`src/rtl/branch_predictor_pkg.sv`:
```
// Shared constants for the fetch-side branch predictor: counter encodings,
// PC stride and default table geometry.
package branch_predictor_pkg;

    localparam logic [1:0] SNT = 2'b00;
    localparam logic [1:0] WNT = 2'b01;
    localparam logic [1:0] WT  = 2'b10;
    localparam logic [1:0] ST  = 2'b11;

    localparam logic [31:0] PC_INCR = 32'd4;

    localparam int DEF_INDEX_BITS = 4;
    localparam int DEF_TAG_BITS   = 8;

endpackage

```
`src/rtl/branch_predictor_sat_counter2.sv`:
```
// 2-bit saturating counter next-state function used on the table update path.
module sat_counter2
    import branch_predictor_pkg::*;
(
    input  logic [1:0] cur,
    input  logic       taken,
    output logic [1:0] next
);

    always_comb begin
        next = cur;
        if (taken) begin
            if (cur != ST)
                next = cur + 2'd1;
        end else begin
            if (cur != SNT)
                next = cur - 2'd1;
        end
    end

endmodule

```
`src/rtl/branch_predictor.sv`:
```
// Direct-mapped predictor: 2-bit counter + target per entry, looked up at IF,
// checked and trained from the resolved branch in EX.
module branch_predictor
    import branch_predictor_pkg::*;
#(
    parameter int INDEX_BITS = DEF_INDEX_BITS,
    parameter int TAG_BITS   = DEF_TAG_BITS
) (
    input  logic        Clk,
    input  logic        Reset,
    input  logic        IF_Valid,
    input  logic [31:0] IF_PC,
    output logic        Pred_Taken,
    output logic [31:0] Pred_Target,
    input  logic        EX_Valid,
    input  logic        EX_IsBranch,
    input  logic [31:0] EX_PC,
    input  logic        EX_Taken,
    input  logic [31:0] EX_Target,
    input  logic        EX_PredTaken,
    input  logic [31:0] EX_PredTarget,
    output logic        Mispredict,
    output logic [31:0] Redirect_PC,
    output logic [15:0] BranchCount,
    output logic [15:0] MispredictCount
);

    localparam int ENTRIES = 1 << INDEX_BITS;
    localparam int TAG_LO  = INDEX_BITS + 2;
    localparam int TAG_HI  = INDEX_BITS + TAG_BITS + 1;

    logic [ENTRIES-1:0] valid_q;
    logic [TAG_BITS-1:0] tag_q [ENTRIES];
    logic [31:0]         tgt_q [ENTRIES];
    logic [1:0]          ctr_q [ENTRIES];

    logic [INDEX_BITS-1:0] if_idx, ex_idx;
    logic [TAG_BITS-1:0]   if_tag, ex_tag;
    logic                  if_hit, ex_hit;
    logic                  ex_branch, ex_alias;
    logic [1:0]            ctr_next;

    assign if_idx = IF_PC[INDEX_BITS+1:2];
    assign if_tag = IF_PC[TAG_HI:TAG_LO];
    assign ex_idx = EX_PC[INDEX_BITS+1:2];
    assign ex_tag = EX_PC[TAG_HI:TAG_LO];

    // Lookup reads registered state only, so a same-cycle update is not seen.
    assign if_hit      = valid_q[if_idx] && (tag_q[if_idx] == if_tag);
    assign Pred_Taken  = IF_Valid && if_hit && ctr_q[if_idx][1];
    assign Pred_Target = Pred_Taken ? tgt_q[if_idx] : IF_PC + PC_INCR;

    assign ex_branch = EX_Valid && EX_IsBranch;
    assign ex_alias  = EX_Valid && !EX_IsBranch && EX_PredTaken;
    assign ex_hit    = valid_q[ex_idx] && (tag_q[ex_idx] == ex_tag);

    assign Mispredict = (ex_branch && ((EX_Taken != EX_PredTaken) ||
                                       (EX_Taken && (EX_Target != EX_PredTarget))))
                        || ex_alias;
    assign Redirect_PC = (EX_IsBranch && EX_Taken) ? EX_Target : EX_PC + PC_INCR;

    sat_counter2 u_sat (
        .cur   (ctr_q[ex_idx]),
        .taken (EX_Taken),
        .next  (ctr_next)
    );

    always_ff @(posedge Clk or negedge Reset) begin
        if (!Reset) begin
            valid_q         <= '0;
            BranchCount     <= '0;
            MispredictCount <= '0;
            for (int i = 0; i < ENTRIES; i++)
                ctr_q[i] <= WNT;
        end else begin
            if (ex_branch) begin
                BranchCount <= BranchCount + 16'd1;
                if (ex_hit) begin
                    ctr_q[ex_idx] <= ctr_next;
                end else if (EX_Taken) begin
                    valid_q[ex_idx] <= 1'b1;
                    ctr_q[ex_idx]   <= WT;
                end
            end else if (ex_alias) begin
                valid_q[ex_idx] <= 1'b0;
            end
            if (Mispredict)
                MispredictCount <= MispredictCount + 16'd1;
        end
    end

    // Tag/target payload is qualified by valid_q, so it needs no reset.
    always_ff @(posedge Clk) begin
        if (ex_branch && EX_Taken) begin
            tgt_q[ex_idx] <= EX_Target;
            if (!ex_hit)
                tag_q[ex_idx] <= ex_tag;
        end
    end

    logic unused_pc_bits;
    assign unused_pc_bits = ^{IF_PC[31:TAG_HI+1], IF_PC[1:0], EX_PC[31:TAG_HI+1], EX_PC[1:0]};

endmodule

```
`config.mk`:
```
export PLATFORM = sky130hd
export DESIGN_NAME = branch_predictor
export DESIGN_NICKNAME = d
export VERILOG_FILES = /design/src/rtl/branch_predictor_pkg.sv /design/src/rtl/branch_predictor_sat_counter2.sv /design/src/rtl/branch_predictor.sv
export SDC_FILE = /design/constraint.sdc
export NUM_CORES = 1
export LEC_CHECK = 0
export ABC_AREA = 1
export CAP_MARGIN = 40
export CORE_MARGIN = 4
export CORE_UTILIZATION = 40
export DETAILED_ROUTE_END_ITERATION = 8
export PLACE_DENSITY_LB_ADDON = 0.25
export REMOVE_ABC_BUFFERS = 1
export SLEW_MARGIN = 20
export SYNTH_ARGS = -nofsm -noshare
export SYNTH_HDL_FRONTEND = slang
export SYNTH_SLANG_ARGS = --single-unit
```
`constraint.sdc`:
```
create_clock -name Clk -period 4 [get_ports Clk]
set_input_delay 1.2 -clock Clk [delete_from_list [all_inputs] [get_ports Clk]]
set_output_delay 1.2 -clock Clk [all_outputs]
set_load 0.005 [all_outputs]
```
==> run_results.csv, run 1 <==
group,metric,value,unit
job,maxCapViolCount,0,
power_and_ir_drop,irDropWorstVdd,0.359,mV
drt,vias,27600,
synth,synth_warnings,0,
status,status,"finished with violations",
clock_tree,htreeDepth,3,
drt,first_pass_iters,6,
cells_and_area,design_area,44400,µm²
synth,ys_types,45,
setup_path,crit_slowest_cell,"buf_16",
timing,final_hold_viol_count,0,
setup_path,reg2reg_from,"tag_q[1][5]",
synth,synth_compound_area_frac,0.119,
setup_path,worstPathArrival,3760,ps
setup_path,start_kind,"input pin",
floorplan,coreArea,82200,µm²
global_route,track_usage,0.259,
placed_design,hpwl,74600,µm
synth,synth-simple-area-share,0.166,
synth,synth_edf_count,640,
cells_and_area,layout-drive-gt1-share,0.230,
timing,fmax,202,MHz
placed_design,port_buffers,232,
setup_path,critPathKind,"in -> out",
power_and_ir_drop,power,0.0183,W
floorplan,fp-row-count,105,
drt,wl,117000,µm
setup_path,path_buf_inv,13,
worst_hold_path,hp-start,"ctr_q[6]",
floorplan,io_pins,233,
timing,worst_slew_pin_slew,742,ps
synth,synth-xor-area-share,0.0255,
cells_and_area,seqCellArea,21200,µm²
setup_path,path_cells,"buf_12, buf_16, clkinv_16, buf_12, buf_8, buf_6, a21oi_2, o21ai_1, nand2_1, nand2_1, nand3_2, xor2_2, nand3_2, buf_12, nor2_4, buf_6, buf_12, buf_8, buf_6, buf_6, nand2_2, nand2_1, buf_2",
timing,fin_skew,28.7,ps
clock_tree,clock_latency,640,ps
synth,avgSynthCellArea,10.2,µm²
global_route,grt-ovfl-total,0,
worst_hold_path,hold_class,"reg -> reg",
clock_tree,root_buffer,"clkbuf_16",
floorplan,dieHeight,297,µm
setup_path,endpoint_kind,"output port",
status,violations,"negative setup slack",
global_route,grt_pass1_vias,26300,
timing,layout_setup_ws,-957,ps
power_and_ir_drop,leakage,17.2,nW
global_route,antenna_found_initial,5,
setup_path,path_delay_family,"buffers and inverters",
floorplan,die_x,297,µm
synth,async_flop_share,0.111,
power_and_ir_drop,pwr_density_cell,412,nW/µm²
timing,drv_slew,0,
drt,drc_errors,0,
cells_and_area,syn_to_final_growth,33.4,%
timing,relSlewSlack,0.505,
global_route,grt_pass1_wl,169000,µm
synth,synth_flop_cell,"edfxtp_1",
cells_and_area,stdcell_count,4983,
clock_tree,cts_buffers,78,
drt,ant_nets,0,
cells_and_area,mostFrequentLayoutCell,"edfxtp_1",
floorplan,initial_utilization,0.405,
cells_and_area,nFillCells,7043,
synth,synthAdderAreaFrac,0.00263,
clock_tree,path_clk_slew,60,ps
placed_design,place.gp.congestion,0.912,
clock_tree,clock-sinks,720,
timing,setup_viol,48,
cells_and_area,fin_nets,3989,
placed_design,dp.cells,4763,
setup_path,path_max_fanout,6,
cells_and_area,final_cell_mix,"edfxtp_1, nand2_1, nor2_1",
synth,syn_inst,3252,
setup_path,max_stage_delay,170,ps
synth,synth_top_family_by_area,"simple AND/OR/NAND/NOR gates",
clock_tree,clockBufferDepth,3,
synth,syn_area,33300,µm²
cells_and_area,multi_input_comb_area,11400,µm²
setup_path,startpoint,"IF_PC[3]",
timing,grt_setup_unrepaired,"yes",
global_route,grt_max_degree,129,
placed_design,placed_area,39900,µm²
setup_path,critPathRequiredTime,2800,ps
drt,viasPerCell,5.54,
timing,worst_hold_slack,473,ps
synth,ys_ff_latch,720,
clock_tree,cts_tree,"done",
drt,wl_per_cell,23.6,µm
timing,min_period_over_period,1.24,
synth,yosysSeqAreaShare,0.638,
floorplan,dieArea,87900,µm²
drt,drt_iter0_drc,3088,
synth,synth_mux_area_frac,0,
timing,final.min_clock_period,4960,ps
[synth_stat cells (all sizes together), types with 2 or more instances]
cell type | instances | area [µm²]
edfxtp | 640 | 19200
nand2 | 605 | 2290
o21ai | 473 | 2370
nor2 | 425 | 1630
nand3 | 220 | 1160
inv | 208 | 781
clkbuf | 122 | 458
o22ai | 89 | 557
xor2 | 70 | 613
buf | 66 | 410
dfrtp | 64 | 1600
a21oi | 62 | 310
o221ai | 51 | 447
nor3 | 35 | 196
xnor2 | 27 | 236
o211ai | 23 | 173
nand4 | 19 | 138
dfstp | 16 | 420
nor4 | 9 | 56.3
ha | 7 | 87.6
a211oi | 4 | 30.0
nand3b | 3 | 22.5
a31oi | 2 | 12.5
and3 | 2 | 12.5
nor3b | 2 | 15.0
o31ai | 2 | 15.0
[worst register-to-register path: cells and delay by family (launching register included)]
| family | cells | cell delay (ps) |
|---|---|---|
| and+or+nand+nor | 14 | 1660 |
| buffers and inverters | 2 | 280 |
| DFF | 1 | 370 |
| AOI/OAI and AO/OA | 1 | 90 |
[sequential cells by signal, indices dropped and copies added (netlist names), named ones only]
| signal | cells |
|---|---|
| BranchCount | 16 |
| MispredictCount | 16 |
| ctr_q | 32 |
| tag_q | 128 |
| tgt_q | 512 |
[report_power, final]
group          internal, W  total, W  switching, W
clock              0.00435   0.00740       0.00305
combinational     0.000974   0.00233       0.00136
sequential         0.00838   0.00856      0.000182
[what timing repair did]
| action | CTS | global route |
|---|---|---|
| resized for setup | 568 | 199 |
| pin swaps | 67 | 101 |
| endpoints found under the setup margin | 155 | 198 |
| gates cloned | 8 | 0 |
| buffers inserted | 56 | 35 |
| hold buffers | 0 | 0 |
[per-stage QoR]
step | TNS (ps) | utilization | setup WS, ps
finish | -31520 | 0.540 | -957
global route | -35270 | 0.540 | -1030
CTS | -30030 | 0.533 | -987
detailed placement | -190220 | 0.486 | -1680
global placement | -176400 | 0.485 | -1660
floorplan | -1027670 | - | -2750
[path summary, 6_finish.rpt]
kind / end / slack (ps) / depth (start not counted)
setup reg to reg: ctr_q[21] / 1450 / 17
hold reg to reg: ctr_q[6] / 470 / 2
hold / removal: ctr_q[6] / 470 / 2
max in group asynchronous: BranchCount[9] / 2600 / 2
setup / recovery: Pred_Target[27] / -960 / 23
min in group asynchronous: async pin / 600 / 1
[layer usage]
layer  track usage  vias to the layer above  wire [µm]
met5             0                        -          0
met4        0.0906                        0       4150
met3        0.0509                      219      10300
met2         0.427                     1293      55600
met1         0.345                    13500      47300
li1              -                    12600          -
[final cells by class]
cell class | count | share of cell area
clock inverter | 47 | 0.0124
clock buffer | 97 | 0.0465
antenna | 2 | 0.000113
tap | 1070 | 0.0301
timing repair buffer | 702 | 0.157
inverter | 209 | 0.0190
sequential | 720 | 0.478
multi-input combinational | 2135 | 0.257
timing repair inverter | 1 | 0.000197
[cell families after synthesis]
group / after synthesis
and+or+nand+nor: 1321
adders and majority gates: 7
AOI/OAI and AO/OA: 710
DFF: 720
xor gates and xnor gates: 97
buffers and inverters: 397
Power figures use the tool's default switching activity.
==> run 2: changes to the inputs <==
--- a/config.mk
+++ b/config.mk
@@ -10,6 +10,7 @@
 export CORE_MARGIN = 4
 export CORE_UTILIZATION = 40
 export DETAILED_ROUTE_END_ITERATION = 8
+export MAX_ROUTING_LAYER = met4
 export PLACE_DENSITY_LB_ADDON = 0.25
 export REMOVE_ABC_BUFFERS = 1
 export SLEW_MARGIN = 20
==> run 2 against run 1 <==
The flow still finishes with violations (negative setup slack). Clock-buffer cell count is the same. Design area shrank 0.14%. Routed wire length shrank 0.28%. Combinational power is essentially flat. Worst hold slack is essentially flat. Final cell count is essentially flat. Total power is essentially flat. Clock power is essentially flat. Global-route usage grew 0.81 points. Fmax shrank 0.52%. Sequential share of layout area grew 0.066 points.
==> run_results.csv, run 2 (synthesis results as in run 1) <==
group,metric,value,unit
drt,vias,27600,
status,status,"finished with violations",
power_and_ir_drop,pwr_density_cell,412,nW/µm²
power_and_ir_drop,leakage,17.2,nW
global_route,grt-ovfl-total,0,
setup_path,path_buf_inv,12,
power_and_ir_drop,irDropWorstVdd,0.355,mV
setup_path,path_max_fanout,6,
drt,drt_iter0_drc,3160,
timing,worst_slew_pin_slew,740,ps
timing,grt_setup_unrepaired,"yes",
timing,relSlewSlack,0.507,
timing,drv_slew,0,
clock_tree,root_buffer,"clkbuf_16",
clock_tree,cts_hold_buf,0,
drt,wl,117000,µm
setup_path,max_stage_delay,180,ps
cells_and_area,fin_nets,3989,
timing,min_period_over_period,1.25,
floorplan,coreArea,82200,µm²
setup_path,r2r-end,"ctr_q[21]",
power_and_ir_drop,power,0.0183,W
floorplan,io_pins,233,
drt,drc_errors,0,
worst_hold_path,hp-start,"ctr_q[12]",
timing,final_hold_viol_count,0,
setup_path,worstRegToRegCells,17,
global_route,grt_max_degree,129,
setup_path,path_cells,"buf_12, buf_16, clkinv_16, buf_12, buf_8, a21oi_1, o21ai_1, nand2_1, nand2_1, nand3_2, o21ai_2, nor2_2, nand4_2, buf_12, nor2_4, buf_6, buf_12, buf_8, buf_6, buf_6, nand2_2, nand2_1, buf_2",
setup_path,start_kind,"input pin",
global_route,track_usage,0.267,
setup_path,critPathRequiredTime,2800,ps
floorplan,initial_utilization,0.405,
timing,final.min_clock_period,4980,ps
drt,first_pass_iters,5,
clock_tree,cts_tree,"done",
setup_path,path_common_cell,"buf_12",
status,violations,"negative setup slack",
floorplan,dieArea,87900,µm²
timing,fin_skew,29.7,ps
floorplan,die_x,297,µm
global_route,grt_pass1_wl,169000,µm
floorplan,dieHeight,297,µm
cells_and_area,mostFrequentLayoutCell,"edfxtp_1",
worst_hold_path,hold_class,"reg -> reg",
job,maxCapViolCount,0,
timing,layout_setup_ws,-983,ps
clock_tree,clock_latency,640,ps
worst_hold_path,hold_end,"ctr_q[12]",
timing,setup_viol,47,
drt,wl_met3,10400,µm
setup_path,rrSetupSlack,1440,ps
drt,wl_met2,55100,µm
cells_and_area,largest-register,"tgt_q",
placed_design,port_buffers,232,
placed_design,place.gp.congestion,0.928,
setup_path,path_delay_family,"buffers and inverters",
setup_path,reg2reg_from,"tag_q[7][5]",
drt,wl_per_cell,23.5,µm
clock_tree,htreeDepth,3,
worst_hold_path,min_path_cells,2,
cells_and_area,syn_to_final_growth,33.2,%
drt,wl_met1,47100,µm
cells_and_area,reg_top3,"tgt_q x512, tag_q x128, ctr_q x32",
cells_and_area,final_cell_mix,"edfxtp_1, nand2_1, nor2_1",
setup_path,worstPathArrival,3780,ps
cells_and_area,layout-drive-gt1-share,0.227,
drt,highest_layer,"met4",
cells_and_area,nFillCells,7052,
drt,ant_nets,0,
setup_path,crit_slowest_cell,"buf_12",
timing,fmax,201,MHz
global_route,grt_pass1_vias,26300,
floorplan,fp-row-count,105,
clock_tree,path_clk_slew,60,ps
drt,viasPerCell,5.54,
setup_path,critPathKind,"in -> out",
setup_path,endpoint_kind,"output port",
clock_tree,clockBufferDepth,3,
clock_tree,clock-sinks,720,
placed_design,hpwl,74600,µm
cells_and_area,largest_register_ff_count,512,
global_route,antenna_found_initial,5,
cells_and_area,fin_util,0.539,
clock_tree,cts_buffers,78,
[run 2: metrics by stage]
step	setup slack [ps]	hold WS (ps)	TNS, ps	cell area [µm²]	instances
finish	-983	473	-32270	44300	4984
global route	-1050	489	-35690	44300	4984
CTS	-987	473	-30030	43800	4964
detailed placement	-1680	462	-190220	39900	4763
global placement	-1660	461	-176400	39900	4761
floorplan	-2750	450	-1027670	32400	3064
[run 2: layout make-up]
| class | instances | area, µm² | area share |
|---|---|---|---|
| inverter | 209 | 842 | 0.0190 |
| clock inverter | 47 | 552 | 0.0124 |
| antenna | 3 | 7.51 | 0.000169 |
| multi-input combinational | 2135 | 11400 | 0.256 |
| timing repair inverter | 1 | 8.76 | 0.000198 |
| clock buffer | 97 | 2070 | 0.0466 |
| sequential | 720 | 21200 | 0.479 |
| tap | 1070 | 1340 | 0.0302 |
| timing repair buffer | 702 | 6930 | 0.156 |
[run 2: how the worst max path moves through the flow]
| stage | from | endpoint | slack, ps | cells after the start |
|---|---|---|---|---|
| 5_1_grt | IF_PC[3] | Pred_Target[29] | -1050 | 23 |
| 3_5_place_dp | IF_PC[5] | Pred_Target[19] | -1680 | 14 |
| 3_3_place_gp | IF_PC[5] | Pred_Target[10] | -1660 | 15 |
| 6_report | IF_PC[3] | Pred_Target[27] | -980 | 23 |
| 2_1_floorplan | IF_PC[2] | Pred_Target[0] | -2750 | 11 |
| 4_1_cts | IF_PC[3] | Pred_Target[27] | -990 | 24 |
[run 2: repair_timing]
item / CTS / global route
gates cloned: 8 / 0
pin swaps: 67 / 92
setup endpoints to repair: 155 / 199
buffers inserted: 56 / 34
gates resized for setup: 568 / 180
[run 2: worst register-to-register path: cells and delay by family (launching register included)]
| family | cells | cell delay (ps) |
|---|---|---|
| compound gates | 1 | 90 |
| simple gates | 14 | 1670 |
| buf+inv | 2 | 280 |
| flops | 1 | 380 |
[run 2: metal layers]
metal / up-vias / track usage
met3: 239 / 0.0455
met4: 0 / 0.0880
li1: 12600 / -
met2: 1334 / 0.429
met5: - / -
met1: 13500 / 0.348
[run 2: power by group]
| group | switching, W | total, W | leakage [nW] | internal [W] |
|---|---|---|---|---|
| Sequential | 0.000181 | 0.00856 | 6.75 | 0.00838 |
| Clock | 0.00305 | 0.00740 | 1.26 | 0.00435 |
| Combinational | 0.00135 | 0.00233 | 9.16 | 0.000971 |
